File: config.mk
export PLATFORM = sky130hd
export DESIGN_NAME = serial_add_ctrl
export DESIGN_NICKNAME = d
export VERILOG_FILES = /design/src/rtl/serial_add_pkg.sv /design/src/rtl/fa.sv /design/src/rtl/serial_add_ctrl.sv
export SDC_FILE = /design/constraint.sdc
export NUM_CORES = 1
export LEC_CHECK = 0
export BUFFER_PORTS_ARGS = -buffer_cell sky130_fd_sc_hd__buf_4
export CAP_MARGIN = 5
export CORE_ASPECT_RATIO = 1.75
export CORE_MARGIN = 2
export CORE_UTILIZATION = 50
export CTS_CLUSTER_DIAMETER = 30
export CTS_CLUSTER_SIZE = 24
export DETAILED_ROUTE_END_ITERATION = 6
export GPL_TIMING_DRIVEN = 0
export PLACE_DENSITY = 0.79
export RECOVER_POWER = 50
export SLEW_MARGIN = 25
export SYNTH_ARGS = -nofsm -noshare
export SYNTH_HDL_FRONTEND = slang
export SYNTH_SLANG_ARGS = --single-unit
File: constraint.sdc
create_clock -name clk -period 2.6 [get_ports clk]
set_input_delay 0.39 -clock clk [delete_from_list [all_inputs] [get_ports clk]]
set_output_delay 0.39 -clock clk [all_outputs]
set_load 0.02 [all_outputs]
File: src/rtl/serial_add_pkg.sv
// Shared types and defaults for the bit-serial adder controller.
package serial_add_pkg;

    typedef enum logic [1:0] {
        IDLE,
        RUN,
        DONE
    } sa_state_t;

    localparam int DEFAULT_WIDTH = 8;

endpackage

File: src/rtl/fa.sv
// Single-bit combinational full-adder cell.
module fa (
    input  logic a,
    input  logic b,
    input  logic cin,
    output logic cout,
    output logic sum
);

    assign sum  = a ^ b ^ cin;
    assign cout = (a & b) | (cin & (a ^ b));

endmodule

File: src/rtl/serial_add_ctrl.sv
// Bit-serial adder: one full-adder cell sequenced LSB-first over WIDTH cycles.
// Handshake: start is accepted on any edge where the FSM is in IDLE or DONE; done is a one-cycle result-valid pulse.
module serial_add_ctrl
    import serial_add_pkg::*;
#(
    parameter int WIDTH = DEFAULT_WIDTH
) (
    input  logic             clk,
    input  logic             rst_n,
    input  logic             start,
    input  logic             abort,
    input  logic [WIDTH-1:0] a_in,
    input  logic [WIDTH-1:0] b_in,
    input  logic             cin_in,
    output logic             busy,
    output logic             done,
    output logic [WIDTH-1:0] sum_out,
    output logic             cout_out
);

    localparam int CW = $clog2(WIDTH);
    localparam logic [CW-1:0] LAST_BIT = CW'(WIDTH - 1);

    sa_state_t        state_q, state_d;
    logic [CW-1:0]    cnt_q, cnt_d;
    logic [WIDTH-1:0] a_q, a_d;
    logic [WIDTH-1:0] b_q, b_d;
    logic             carry_q, carry_d;
    logic [WIDTH-1:0] res_q, res_d;
    logic [WIDTH-1:0] sum_q, sum_d;
    logic             cout_q, cout_d;

    logic             fa_sum;
    logic             fa_cout;
    logic [WIDTH-1:0] res_next;

    fa u_fa (
        .a    (a_q[0]),
        .b    (b_q[0]),
        .cin  (carry_q),
        .cout (fa_cout),
        .sum  (fa_sum)
    );

    // The result fills from the top so that after WIDTH shifts bit 0 is the LSB.
    assign res_next = {fa_sum, res_q[WIDTH-1:1]};

    always_comb begin
        state_d = state_q;
        cnt_d   = cnt_q;
        a_d     = a_q;
        b_d     = b_q;
        carry_d = carry_q;
        res_d   = res_q;
        sum_d   = sum_q;
        cout_d  = cout_q;

        case (state_q)
            IDLE, DONE: begin
                if (start) begin
                    a_d     = a_in;
                    b_d     = b_in;
                    carry_d = cin_in;
                    cnt_d   = '0;
                    state_d = RUN;
                end else begin
                    state_d = IDLE;
                end
            end
            RUN: begin
                if (abort) begin
                    cnt_d   = '0;
                    state_d = IDLE;
                end else begin
                    res_d   = res_next;
                    a_d     = a_q >> 1;
                    b_d     = b_q >> 1;
                    carry_d = fa_cout;
                    cnt_d   = cnt_q + CW'(1);
                    if (cnt_q == LAST_BIT) begin
                        cnt_d   = '0;
                        sum_d   = res_next;
                        cout_d  = fa_cout;
                        state_d = DONE;
                    end
                end
            end
            default: state_d = IDLE;
        endcase
    end

    always_ff @(posedge clk or negedge rst_n) begin
        if (!rst_n) begin
            state_q <= IDLE;
            cnt_q   <= '0;
            a_q     <= '0;
            b_q     <= '0;
            carry_q <= 1'b0;
            res_q   <= '0;
            sum_q   <= '0;
            cout_q  <= 1'b0;
        end else begin
            state_q <= state_d;
            cnt_q   <= cnt_d;
            a_q     <= a_d;
            b_q     <= b_d;
            carry_q <= carry_d;
            res_q   <= res_d;
            sum_q   <= sum_d;
            cout_q  <= cout_d;
        end
    end

    assign busy     = (state_q == RUN);
    assign done     = (state_q == DONE);
    assign sum_out  = sum_q;
    assign cout_out = cout_q;

endmodule

==> results of run 1 <==
## cell type report
type                    instances  area, um^2
fillers                       320        1370
flip-flops and latches         38         951
multi-input cells              81         744
repair buffers                 31         210
clock buffers                   6        82.6
plain buffers                  15        77.6
inverters                      16        60.1
well taps                      46        57.6
## per-layer routing
layer	global-route usage	part of all wire	vias to the layer above
met1	0.230	0.38	667
met2	0.375	0.56	40
met5	0	0	-
met3	0.0484	0.046	5
li1	-	-	631
met4	0.0682	0.015	0
## logic make-up after synthesis
kind of cell               synth area share
AOI/OAI and AO/OA                    0.0990
adders and majority gates            0.0246
buffers and inverters                0.0751
DFF                                   0.519
muxes                                 0.102
and+or+nand+nor                       0.180
## cell usage after synthesis (all sizes together)
| cell type | count | area [um^2] |
|---|---|---|
| a311oi | 15 | 131 |
| nor3b | 16 | 120 |
| nor4bb | 3 | 30.0 |
| nor2 | 1 | 3.75 |
| buf | 7 | 47.5 |
| ha | 2 | 25.0 |
| and3b | 2 | 17.5 |
| nor2b | 1 | 6.26 |
| mux2 | 16 | 188 |
| a31o | 4 | 35.0 |
| o21ai | 1 | 5.00 |
| nor4b | 15 | 131 |
| dfrtp | 38 | 951 |
| inv | 16 | 60.1 |
| nand2b | 2 | 12.5 |
| or3b | 1 | 8.76 |
| a32o | 1 | 10.0 |
| clkbuf | 8 | 30.0 |
| fa | 1 | 20.0 |
## path summary, 6_finish.rpt
check                             end  depth (start not counted)
setup / recovery                 done                          4
hold / removal                 a_q[7]                          3
setup reg to reg           sum_out[5]                          5
hold reg to reg            sum_out[0]                          1
max in group asynchronous    res_q[4]                          1
min in group asynchronous      b_q[4]                          1
## registers in the layout, indices dropped and copies added, names as in the netlist
name and flops:
a_q 8, b_q 8, sum_out 8, res_q 7, cnt_q 3, state_q 2
carry_q 1, cout_out 1
## worst max-delay path, stage by stage (launching register included)
cell and delay (ns):
dfrtp_1 0.39, buf_2 0.23, clkbuf_1 0.37, nor2b_1 0.19
buf_4 0.15
## where the power goes
group / internal [mW] / switching, mW / total, mW
Sequential: 0.730 / 0.0914 / 0.822
Clock: 0.204 / 0.180 / 0.384
Combinational: 0.195 / 0.168 / 0.363
## through the flow
stage / power, mW / setup slack [ns] / utilization / hold WS (ns) / std cells
2_1_floorplan: 1.06 / 1.03 / - / 0.0944 / 150
6_report: 1.57 / 0.602 / 0.614 / 0.456 / 233
4_1_cts: 1.58 / 0.591 / 0.620 / 0.0707 / 233
3_3_place_gp: 1.17 / 0.900 / 0.597 / 0.373 / 227
5_1_grt: 1.66 / 0.420 / 0.614 / 0.469 / 233
3_5_place_dp: 1.20 / 0.810 / 0.597 / 0.379 / 227
==> results, run 1 <==
- The run finished, with violations left.
- The final reports fail on max-capacitance violations, max-slew violations.
- The area of the mapped netlist is ~1800 um^2.
- The critical path is of the reg -> out type.
- The count of pins over their slew limit was 39.
- The I/O pin total is 32.
- Across the VDD grid, the largest voltage drop is approximately 0.59 mV.
- The number of global-route vias before repair came to 1428.
- In this run the clock root is driven by a clkbuf_8.
- For this design the static power due to leakage is between 1 and 1.5 nW.
- The initial antenna violation count is 0.
- The synthesized netlist contains 21 unique library cells.
- The worst slew margin relative to its limit is -0.315.
- The clock tree synthesis step divided the H-tree into 2 levels.
- The area added between synthesis and finish is 19.1%.
- For the worst setup path, the data arrival time is approximately 1.6 ns.
- The launch instance of the worst register-to-register path is cnt_q[0].
- The clock-pin slew reported for the worst setup and hold paths after clock tree synthesis is 0.06 ns.
- The routed design has between 3 and 4 mm of wire.
- Derived from the worst setup path, the maximum achievable clock frequency is about 0.5 GHz.
- The average instance area after synthesis is between 10 and 15 um^2.
- The mean routed wirelength per cell is roughly 16 um.
- The ratio of cells with drive above 1 in the final layout is 0.310.
- The highest fanout seen on the critical path is 10.
- The number of instances resized during post-cts repair is 0.
- The total CTS buffers is 5.
- The post-synthesis sequential area ratio is 0.519.
- The post-route DRC violation count is 0.
- The clock network latency to the later pin of the worst-skew pair is 0.29 ns.
- The floorplan step defined a die boundary enclosing ~4200 um^2.
- The residual overflow from global routing is 0.
- Detailed placement finished with a half-perimeter wire length of 2.91 mm.
- The top cell types in the final layout, fill and taps aside, are dfrtp_1, buf_4, inv_1, nor3b_1.
- The startpoint type of the worst setup path is a register.
- With fillers left out, the area of the finished cells amounts to around 2200 um^2.
- The die span in x is about 50 um.
- STA puts the critical path data required time at about 2.2 ns.
- Clock skew on the completed layout was measured at roughly 0.0058 ns.
- The number of antenna diodes is 0.
- Summed over all failing endpoints, the final setup total negative slack is 0 ns.
- The tool flagged a number of max-cap violations equal to 1.
- The total of warnings raised by yosys is 0.
- The post-route antenna net violation count is 0.
- The count of clock tree sinks is 38.
- The final-report hold violation count is 0.
- The synthesis-stage register bit count is 38.
- The pin count of the biggest net entering global routing is 39.
- The weighted congestion reported at the end of routability-driven placement is approximately 0.84.
- The quantity of I/O buffers inserted on ports is 31.
- TritonCTS built the clock tree.
- After detailed placement, the total cell area comes to 2120 um^2.
- After clock tree synthesis, the flow added hold-fix buffers numbering 0.
- Dividing the detail-routed via count by the number of cells gives 5.76.
- The most common cell after layout, fill and taps aside is dfrtp_1.
- The first global-routing pass estimated 6.60 mm of wire.
- For this block, the initial DRC count from the detailed router was 41.
- The total routing resource utilization after global routing is 0.207.
- The y dimension of the die is roughly 84 um.
- The reg-to-reg setup timing slack is a little over 0.8 ns.
- Power spread over the standard cell area amounts to ~720 nW/um^2.
- At the end of the flow, the number of nets in the layout was roughly 210.
- STA classifies the critical path endpoint as an output port.
- The time the worst path needs with I/O delays and setup is between 1.5 and 2 ns.
- The clock passes through at most 2 buffers.
- Counting every net in the synthesized netlist gives 174.
- The min-delay analysis places its worst path in the category in -> reg.
- The routed layout has between 1000 and 1500 vias.
- After floorplanning, the core was divided into 29 placement rows.
- The actual transition at the worst max-transition pin is slightly below 2 ns.
- Setup violations remaining at the end of the flow were counted as 0.
- The initial cell density of the core is 0.515.
- The number of setup buffers added after CTS is 0.
- The gate count of the mapped netlist is 150.
- Setup repair after global routing left no endpoint under its margin.
- The detailed-routing iteration count for the pre-antenna-repair pass is 4.
- The critical path starts at state_q[1].
- The beginning of the worst hold path is a_in[7].
- Dividing the final minimum period by the clock period gives 0.768.
- The total area inside the core boundary comes to around 3600 um^2.
Power figures use the tool's default switching activity.
==> run 2: changes to the inputs <==
clock period = 2 ns   (was 2.6 ns; I/O delays follow)
==> run 2 against run 1 <==
Net effect: utilization grew 0.21 points; via count rose by 0.37%; the run now ends clean; largest cell class unchanged; total power increased by 30%; routed wire length up 0.21%; clock skew is 0.0012 ns higher; critical endpoint unchanged; sequential share of layout area down 0.15 points; design area is 0.34% higher; worst setup slack got worse by 0.40 ns.
==> results, run 2 (synthesis results as in run 1) <==
- The run finished with clean final reports.
- The cell leakage power is 1.01 nW (+0.59%).
- The initial antenna violation count came to 0 (unchanged).
- The initial cell density of the core is 0.515 (unchanged).
- The area added between synthesis and finish is 19.5%.
- The maximum vdd ir drop is 0.769 mV (+30%).
- The tree is rooted in a clkbuf_8.
- The type of the worst setup path is reg -> out.
- The half-perimeter wire length after detailed placement came to 2.91 mm (unchanged).
- The final routed wirelength across all metal layers is 3.82 mm (+0.21%).
- The total power per unit cell area is 932 nW/um^2 (+30%).
- The signal on the critical path passes through buf_2 > clkbuf_1 > nor2b_1 > buf_4.
- TritonCTS built the clock tree.
- Based on the critical path, the design can be clocked at up to around 0.56 GHz.
- Dividing the final minimum period by the clock period gives 0.899.
- The count of filler cells inserted in the layout is 318 (-0.63%).
- The I/O pin total is 32 (unchanged).
- The post-route DRC violation count is 0 (unchanged).
- The cell family with the largest share of critical-path delay is buffers and inverters.
- The area taken by flip-flops and latches is 951 um^2 (unchanged).
- The residual overflow from global routing is 0 (unchanged).
- The most common cell after layout, fill and taps aside is dfrtp_1.
- The y dimension of the die is 84.1 um (unchanged).
- The actual transition at the worst max-transition pin was 0.920 ns (-1.05 ns).
- Subtracting the final worst setup slack from the clock period gives between 1.5 and 2 ns.
- The class of the tightest hold or removal check is in -> reg.
- The total via count in the routed design is 1348 (+0.37%).
- The clock network latency to the later pin of the worst-skew pair was 0.29 ns (about the same).
- The startpoint type of the worst setup path is a register.
- The highest fanout seen on the critical path is 10 (unchanged).
- The via density per instance came to 5.79 (+0.37%).
- The required time of the worst setup path is 1.70 ns (-0.51 ns).
- The count of clock tree sinks was 38 (unchanged).
- The number of antenna diodes is 0 (unchanged).
- The clock-pin slew reported for the worst setup and hold paths after clock tree synthesis is 0.06 ns (about the same).
- The weighted congestion reported at the end of routability-driven placement is 0.838 (unchanged).
- The number of global-route vias before repair is 1444 (+1.1%).
- The quantity of I/O buffers inserted on ports is 31 (unchanged).
- The die area is 4190 um^2 (unchanged).
- The ratio of cells with drive above 1 in the final layout is 0.316 (+0.00535).
- The total CTS buffers is 5 (unchanged).
- The total number of placement rows was 29 (unchanged).
- The detailed-routing iteration count for the pre-antenna-repair pass came to 4 (unchanged).
- The global-route wire length before repair was 6.62 mm (+0.42%).
- The count of maximum capacitance violations is 0 (-1).
- Setup repair after global routing left no endpoint under its margin.
- The post-route antenna net violation count came to 0 (unchanged).
- The number of buffers and inverters on the critical path is 3 (unchanged).
- The launch instance of the worst register-to-register path is cnt_q[0].
- The mean routed wirelength per cell is 16.4 um (+0.21%).
- The multi-input logic area came to 744 um^2 (unchanged).
- In the layout the commonest cells are dfrtp_1, buf_4, inv_1, nor3b_1.
- The worst clock skew is 0.00701 ns (+0.00121 ns).
- The final total negative setup slack is 0 ns (unchanged).
- The area of the core region is 3560 um^2 (unchanged).
- The count of pins over their slew limit is 0 (-100%).
- The critical path launch point is state_q[0].
- The end-of-flow core utilization is 0.616 (+0.00211).
- The largest stage delay on the critical path was 0.37 ns (-0.02 ns).
- The maximum level of the CTS H-tree is 2 (unchanged).
- The die span in x is 49.8 um (unchanged).
- The total routing resource utilization after global routing is 0.207 (+0.000745).
- The final-report hold violation count came to 0 (unchanged).
- The number of nets in the layout is 212 (unchanged).
- The pin count of the biggest net entering global routing is 39 (unchanged).
- The signal arrival time at the worst endpoint came to 1.50 ns (-0.11 ns).
- The worst setup path is captured at an output port.
- The worst-case clock buffer depth came to 2 (unchanged).
- In this run the most critical hold path is launched from a_in[7].
- The number of instances resized during post-cts repair was 0 (unchanged).
- On the critical path, the stage with the largest delay is an instance of dfrtp_1.
- The number of violations reported at the end of detailed-routing iteration 0 is 25 (-39%).
- The final-report setup violation count is 0 (unchanged).
- The worst slew margin relative to its limit came to 0.387 (+0.701).
run 2: cell types whose count changed in the layout (fill, tap and decap cells not counted):
cell	delta
clkbuf_1	-2
dlygate4sd3_1	+1
clkbuf_2	+1
run 2: path summary, 6_finish.rpt:
check	endpoint	slack, ns	cells after the start
hold / removal	a_q[7]	0.37	3
min in group asynchronous	b_q[4]	0.68	2
hold reg to reg	sum_out[0]	0.50	1
setup / recovery	done	0.20	4
max in group asynchronous	res_q[4]	0.75	2
setup reg to reg	sum_out[5]	0.21	5
run 2: per-stage QoR:
stage / cell area (um^2) / power, mW / cells / hold WS [ns] / setup slack, ns
6_report: 2190 / 2.04 / 233 / 0.366 / 0.203
5_1_grt: 2190 / 2.17 / 233 / 0.379 / 0.101
4_1_cts: 2220 / 2.06 / 234 / 0.361 / 0.0806
3_5_place_dp: 2120 / 1.56 / 227 / 0.289 / 0.210
3_3_place_gp: 2120 / 1.52 / 227 / 0.283 / 0.300
2_1_floorplan: 1830 / 1.38 / 150 / 0.00441 / 0.426
run 2: worst reg2reg max path, cell delays in order (launching register included):
cell and delay [ns]:
dfrtp_1 0.37, ha_1 0.17, ha_1 0.19, nor4bb_1 0.28
buf_2 0.29, mux2_2 0.37
run 2: repair_timing:
item,CTS,global route
setup buffers,0,0
setup endpoints to repair,0,1
hold buffers,1,0
hold endpoints to repair,38,0
run 2: cell type report:
class,instances,area share
inverters,16,0.0274
plain buffers,14,0.0337
clock buffers,6,0.0377
multi-input cells,81,0.340
well taps,46,0.0263
flip-flops and latches,38,0.434
repair buffers,32,0.101
run 2: report_power, final:
part,switching [mW],total (mW),internal [mW]
sequential,0.118,1.07,0.949
combinational,0.218,0.473,0.255
clock,0.236,0.501,0.265
total,0.572,2.04,1.47
run 2: per-layer routing:
layer	track usage	wire, um	up-vias
li1	-	-	631
met1	0.230	1440	673
met2	0.377	2170	40
met3	0.0484	179	4
met4	0.0682	32	0
met5	0	0	-
